## config.mk

```make
export PLATFORM = sky130hd
export DESIGN_NAME = class_arbiter
export DESIGN_NICKNAME = d
export VERILOG_FILES = /design/src/rtl/class_arbiter.sv
export SDC_FILE = /design/constraint.sdc
export NUM_CORES = 1
export LEC_CHECK = 0
export ABC_AREA = 1
export CAP_MARGIN = 20
export CORE_MARGIN = 2
export CORE_UTILIZATION = 40
export DETAILED_ROUTE_END_ITERATION = 10
export MAX_ROUTING_LAYER = met4
export PLACE_DENSITY = 0.82
export SKIP_LAST_GASP = 1
export SLEW_MARGIN = 20
export SYNTH_ARGS = -nofsm -noshare
export SYNTH_HDL_FRONTEND = slang
export SYNTH_SLANG_ARGS = --single-unit
```

## constraint.sdc

```tcl
create_clock -name clk -period 2.06 [get_ports clk]
set_input_delay 0.309 -clock clk [delete_from_list [all_inputs] [get_ports clk]]
set_output_delay 0.309 -clock clk [all_outputs]
set_load 0.01 [all_outputs]
```

## src/rtl/class_arbiter.sv

```systemverilog
// Moves one word per grant from four class FIFOs into the shared output FIFO.
// Each grant is an IDLE -> ISSUE -> COOL sequence, so at most one word moves every 3 cycles.
module class_arbiter #(
  parameter int DATA_WIDTH = 12,
  parameter int ARB_MODE   = 0
) (
  input  logic                  clk,
  input  logic                  reset,
  input  logic [3:0]            state,
  input  logic [DATA_WIDTH-1:0] data_in_0,
  input  logic [DATA_WIDTH-1:0] data_in_1,
  input  logic [DATA_WIDTH-1:0] data_in_2,
  input  logic [DATA_WIDTH-1:0] data_in_3,
  input  logic                  empty_0,
  input  logic                  empty_1,
  input  logic                  empty_2,
  input  logic                  empty_3,
  input  logic                  almost_full,
  output logic                  pop_0,
  output logic                  pop_1,
  output logic                  pop_2,
  output logic                  pop_3,
  output logic                  push,
  output logic [DATA_WIDTH-1:0] data_out,
  output logic [1:0]            grant
);

  localparam logic [1:0] S_IDLE  = 2'd0;
  localparam logic [1:0] S_ISSUE = 2'd1;
  localparam logic [1:0] S_COOL  = 2'd2;

  localparam logic [3:0] ST_INIT = 4'b0001;

  logic [1:0]            fsm;
  logic [3:0]            pop_r;
  logic [3:0]            avail;
  logic [DATA_WIDTH-1:0] din [4];
  logic                  active;
  logic                  go;
  logic [1:0]            win;
  logic                  found;
  logic [1:0]            idx;

  assign avail  = ~{empty_3, empty_2, empty_1, empty_0};
  assign din[0] = data_in_0;
  assign din[1] = data_in_1;
  assign din[2] = data_in_2;
  assign din[3] = data_in_3;
  assign active = (state == 4'b0100) || (state == 4'b1000);
  assign go     = active && !almost_full && (|avail);

  // Round-robin scans grant+1 .. grant+4 (wrapping), so the last winner goes last.
  always_comb begin
    win   = 2'd0;
    found = 1'b0;
    idx   = 2'd0;
    if (ARB_MODE == 1) begin
      for (int i = 3; i >= 0; i--) begin
        if (avail[i]) win = 2'(i);
      end
    end else begin
      for (int k = 1; k <= 4; k++) begin
        idx = grant + 2'(k);
        if (!found && avail[idx]) begin
          win   = idx;
          found = 1'b1;
        end
      end
    end
  end

  always_ff @(posedge clk) begin
    if (reset || state == ST_INIT) begin
      fsm      <= S_IDLE;
      pop_r    <= 4'd0;
      push     <= 1'b0;
      data_out <= '0;
      grant    <= 2'd3;
    end else begin
      case (fsm)
        S_IDLE: begin
          if (go) begin
            fsm      <= S_ISSUE;
            pop_r    <= 4'b0001 << win;
            push     <= 1'b1;
            data_out <= din[win];
            grant    <= win;
          end
        end
        S_ISSUE: begin
          fsm   <= S_COOL;
          pop_r <= 4'd0;
          push  <= 1'b0;
        end
        default: begin
          fsm   <= S_IDLE;
          pop_r <= 4'd0;
          push  <= 1'b0;
        end
      endcase
    end
  end

  assign pop_0 = pop_r[0];
  assign pop_1 = pop_r[1];
  assign pop_2 = pop_r[2];
  assign pop_3 = pop_r[3];

endmodule

```

* After elaboration in Yosys (flattened, before gate mapping) *
Index checks and enable logic that the tools add are counted.

operators by class
  bitwise gates (word level) = 3
  equal/unequal tests = 5
  shift-type cells = 1
  reduce and logical (&&, ||, !) cells = 15
  muxes and demuxes = 20
  $lt $le $gt $ge = 5
  $add $sub $neg = 3

operator list
  cell                 number
  $bmux 12 s2          1
  $mux 12              2
  $lt 2x3->1 const B   4
  $mux 2               5
  $bmux 1 s2           4
  $mux 1               7
  $logic_and 1x1->1    5
  $add 2x2->2 const B  2
  $eq 4x1->1 const B   1
  $eq 4x3->1 const B   1
  $eq 4x4->1 const B   1
  $logic_not 1->1      4
  $not 4->4            1
  $pmux 2 s2           1
  $reduce_or 4->1      1
  $shl 1x2->4 const A  1
  $ge 3x3->1 const B   1
  $not 2->3            1
  $add 2x1->2 const B  1
  $eq 2x1->1 const B   1
  $logic_not 2->1      1
  $logic_or 1x1->1     2
  $ne 2x2->1 const B   1
  $reduce_and 2->1     1
  other kinds (2)      2

word-level totals
  output and inout port bits = 19
  bits in registers = 21
  input port bits = 59
  word-level logic and storage cells = 57

* Logic depth before layout (Yosys ltp) *
  depth in word-level cells = 17
  depth in mapped cells = 15
  gate-level depth less buffers = 14

* Worst setup path before layout *
OpenSTA, ideal clock, no wires.

  kind = reg-to-reg
  start = reg grant[0]
  end = reg data_out[3]
  setup slack = 0.329 ns
  arrival time = 1.614 ns
  setup time = 0.117 ns
  clock period less this slack = 1.731 ns
  buffers on the path = 3
  stages on the path, launching flop included = 15
  path through = dfxtp_1 > buf_4 > nand2_1 > nand2_1 > nand2_1 > nand2_1 > nand3_1 > nand3_1 > nand2_1 > buf_6 > buf_6 > nand3_2 > nand2_1 > nor2_1 > nor2_1

between the ends
  cells in the longest elaborated chain, start to end = 17
  elaborated cells between the ends (all ways) = 28
  classes of those cells = add/sub (3); mux (18); bitwise (1); reduce/logical (6)

ends and longest elaborated chain
  element                                       line  text
  from (decl)                                   25    output logic [1:0] grant
  from (signal assigned)                        87    grant <= win;
  $add 2x1->2                                   63    idx = grant + 2'(k);
  $bmux 1 s2                                    64    if (!found && avail[idx]) begin
  $mux 1 (not written as such)                  64
  $mux 1                                        64
  $logic_not 1->1                               64
  $logic_and 1x1->1                             64
  $mux 1                                        64
  $logic_not 1->1                               64
  $logic_and 1x1->1                             64
  $mux 1                                        64
  $logic_not 1->1                               64
  $logic_and 1x1->1                             64
  $mux 2 *                                      64
  $not 2->3 (not written as such) *             86    data_out <= din[win];
  $bmux 12 s2 *                                 86
  $mux 12 (not written as such) * (2 in a row)  86
  to (signal assigned)                          86
  to (decl)                                     24    output logic [DATA_WIDTH-1:0] data_out,

Every way passes the cells marked *; elsewhere a longest branch is shown, timed or not. The select of a mux whose other input is x is not followed.
A chain may end at the register's enable or synchronous reset.

* Worst setup path in the final report *
  start = in empty_2
  end = reg data_out[8]

between the ends
  cells in the longest elaborated chain, start to end = 17
  elaborated cells between the ends (all ways) = 29
  classes of those cells = mux (18); bitwise (2); reduce/logical (9)

ends and longest elaborated chain
  element                                     line  text
  from (decl)                                 16    input logic empty_2,
  $not 4->4 *                                 44    assign avail = ~{empty_3, empty_2, empty_1, empty_0};
  $bmux 1 s2                                  64
  $mux 1 (not written as such)                64
  $mux 1                                      64
  $logic_not 1->1                             64
  $logic_and 1x1->1                           64
  $mux 1                                      64
  $logic_not 1->1                             64
  $logic_and 1x1->1                           64
  $mux 1                                      64
  $logic_not 1->1                             64
  $logic_and 1x1->1                           64
  $mux 2                                      64
  $not 2->3 (not written as such)             86
  $bmux 12 s2                                 86
  $mux 12 (not written as such) (2 in a row)  86

Marks and branches as above.

==> metrics.md <==
| Metric | Value |
|---|---|
| Power Dens Cells | 498 nW/um^2 |
| Clock power frac | 22.7% |
| Pre-Repair DR Iteration Count | 6 |
| Longest Clk Path Bufs | 2 |
| Die ar. | 4380 um^2 |
| IO Port Bufs | 77 |
| Total GRT Usage | 23.1% |
| Crit path DAT | 2080 ps |
| Tot Pwr | 1.25 mW |
| Area grow syn2layout | 62.2% |
| Top Ports | 78 |
| Maximum clock rate | 520 MHz |
| HPWL after DPL | 3670 um |
| Via count | 1989 |
| Post-synth top cells | 64 x nand2_1, 36 x nand3_1, 35 x nor2_1, 22 x nand4_1, 21 x dfxtp_1 |
| Simple-Gate Fraction of Synth Area | 55.1% |
| DRC viols | 0 |
| Worst setup path end | data_out[8] |
| CTS tree | built |
| FF+latch area | 423 um^2 |
| Core Box Area | 3690 um^2 |
| Largest family of logic cells by synthesized area | simple AND/OR/NAND/NOR gates |
| Combinational Power Share | 42.8% |
| Run status | complete, no violations |
| Vias in the first global route | 1688 |
| Routed Wire Length | 5080 um |
| Sequential share of power | 34.5% |
| Share of layout cells above drive strength 1 | 13.5% |
| Area contributors post-synth | dfxtp_1 27%, nand2_1 16%, nand3_1 12% |
| First-pass GRT wire length | 7820 um |
| Global routing usage on met3 | 2.56% |
| Global-route met1 utilization | 31.7% |
| Die Y | 66.2 um |
| DP Worst Slack | -203 ps |
| Leakage power | 1.05 nW |
| Final min period | 1920 ps |
| P_int | 0.819 mW |
| Cell taking the most area after synthesis | dfxtp_1 |
| Share of synthesized registers carrying an async set or reset | 0% |
| #FFs+latches synth | 21 |
| Initial core utilization | 42.0% |
| Final hold violations | 0 |
| Inserted Diodes | 0 |
| Final number of setup-violating endpoints | 0 |
| Synth warn | 0 |
| Compound-Gate Fraction of Synth Area | 8.00% |
| R2R Path Start | grant[0] |
| Area of the multi-input gates | 1020 um^2 |
| Routed Antenna Nets | 0 |
| CP Capture Type | flop |
| Mean Syn Cell Area | 6.29 um^2 |
| Post-route setup slack | 137 ps |
| VDD IR max | 251 uV |
| Worst Tran Pin Value | 326 ps |
| Placed inst area | 2400 um^2 |
| CTS buffer count | 3 |
| Via-to-Cell Ratio | 5.30 |
| WL per Instance | 13.5 um |
| Met2 usage | 36.4% |
| GP Congestion | 0.862 |
| Headroom to the max-slew limit | 78.2% |
| Nets | 387 |
| Clock Latency Late Sink | 270 ps |
| GR peak layer | met2 |
| Sw frac | 34.4% |
| Distinct cell type count after synthesis | 24 |
| FF-to-FF path depth | 11 |
| Design Area, Final | 2510 um^2 |
| Mux share of post-synthesis cell area | 0% |
| Seq/Total Area, Yosys | 27.2% |
| Synth top area share | 27.2% |
| Register-to-register setup slack | 200 ps |
| Clock root cell | clkbuf_8 |
| Largest net degree at the start of global routing | 29 |
| Worst Path Required | 2220 ps |
| Cells after Synth | 246 |
| Layout Skew | 7.66 ps |
| Total gr overflow | 0 |
| Placed insts | 369 |
| Die W | 66.2 um |
| Mapped cell area | 1550 um^2 |
| Sw power | 0.430 mW |
| Initial DRC Count | 125 |
| Fin cells | 375 |
| Max_cap viols | 0 |
| Pins over their slew limit | 0 |
| Critical path class | in2reg |
| Hold-fix buffers, CTS | 0 |
| Crit-path max FO | 20 |
| Clock Sinks | 21 |
| CP startpoint kind | input port |
| Placement Rows | 22 |
| Post-Synth XOR/XNOR Area | 0% |
| Fillers | 338 |
| Post-synth EDFFs | 0 |
| Clock slew at reported path FFs | 80 ps |
| H-tree levels | 1 |
| Tcrit/Tclk final | 93.3% |
| Worst hold path class | reg2reg |
| Synth Area in Adders | 0% |
| Crit path from | empty_2 |
| Post-synth top flop | dfxtp_1 |
| Syn Nets | 305 |
| Most instantiated library cell after synthesis | nand2_1 |
| R2R Path End | data_out[8] |
| Initial antenna violation count | 0 |
## how the worst min path moves through the flow
stage / from / endpoint / slack [ps] / depth (start not counted)
floorplan: fsm[1] / fsm[1] / 390 / 1
global placement: fsm[1] / fsm[1] / 400 / 1
detailed placement: fsm[1] / fsm[1] / 410 / 1
CTS: fsm[1] / fsm[1] / 420 / 1
global route: fsm[1] / fsm[1] / 440 / 1
finish: fsm[1] / fsm[1] / 420 / 1
## worst max-delay path: stages
cell,delay (ps)
clkdlybuf4s50_1,510
nand2_1,110
nand3_1,110
nand2_1,110
nor2_2,150
nand4_1,140
buf_4,240
nand4_1,100
nand3_1,80
nor2_1,140
nor2_1,60
## layer usage
metal	up-vias	wire length, um	part of all wire (%)
met5	-	0	0
met4	0	25	0.49
met3	4	359	7.1
met2	88	2400	47
met1	901	2290	45
li1	996	-	-
## power by group through the flow
stage	Combinational (mW)	Clock (mW)	Sequential, mW
after global routing	0.587	0.298	0.432
after floorplan	0.283	0	0.445
after detailed placement	0.499	0	0.439
after global placement	0.493	0	0.439
final	0.535	0.284	0.431
after CTS	0.501	0.282	0.430
## final cells by class
class	instances	area share (%)
clock buffers	3	1.64
clock inverters	1	0.199
inverters	12	1.79
multi-input cells	199	40.5
flip-flops and latches	21	16.8
well taps	48	2.39
repair buffers	91	36.7
## metrics by stage
stage               TNS, ps  utilization [%]  hold WS [ps]
global placement      -1210             65.0           400
floorplan                 0                -           391
global route          -54.0             68.1           441
CTS                       0             66.2           420
detailed placement    -2070             65.0           409
finish                    0             68.1           419
## cell usage in the layout (no fill, tap or decap)
| master | synthesis | layout |
|---|---|---|
| clkinv_2 | 0 | 1 |
| o21a_1 | 1 | 1 |
| nand3_1 | 36 | 34 |
| nand3b_1 | 1 | 1 |
| dlymetal6s2s_1 | 0 | 2 |
| o21ai_1 | 1 | 1 |
| clkbuf_8 | 0 | 3 |
| nor4_4 | 1 | 1 |
| clkdlybuf4s50_1 | 0 | 75 |
| nand3_2 | 7 | 9 |
| inv_1 | 10 | 10 |
| dfxtp_1 | 21 | 19 |
| nor2_2 | 3 | 2 |
| nor2_4 | 2 | 5 |
| o211ai_1 | 2 | 2 |
| buf_4 | 3 | 8 |
| buf_12 | 0 | 2 |
| nand2_1 | 64 | 62 |
| buf_6 | 4 | 4 |
| o21ai_0 | 16 | 16 |
| dfxtp_2 | 0 | 2 |
| a31oi_1 | 1 | 1 |
| inv_2 | 2 | 2 |
| a21oi_1 | 2 | 2 |
| nor2_1 | 35 | 34 |
| nor3_1 | 1 | 1 |
| nand2_2 | 3 | 5 |
| nand4_1 | 22 | 22 |
## registers in the layout (all words and copies together), names as in the netlist
register,flops
data_out,12
pop_r,4
fsm,2
grant,2
push,1
## logic make-up after synthesis
group / after synthesis
flip-flops: 21
buffers and inverters: 27
AO/OA/AOI/OAI: 23
AND/OR/NAND/NOR: 175
## timing repair
item	in CTS	in global routing
setup buffers	0	1
resized for setup	0	16
endpoints found under the setup margin	0	14
Power figures use the tool's default switching activity.
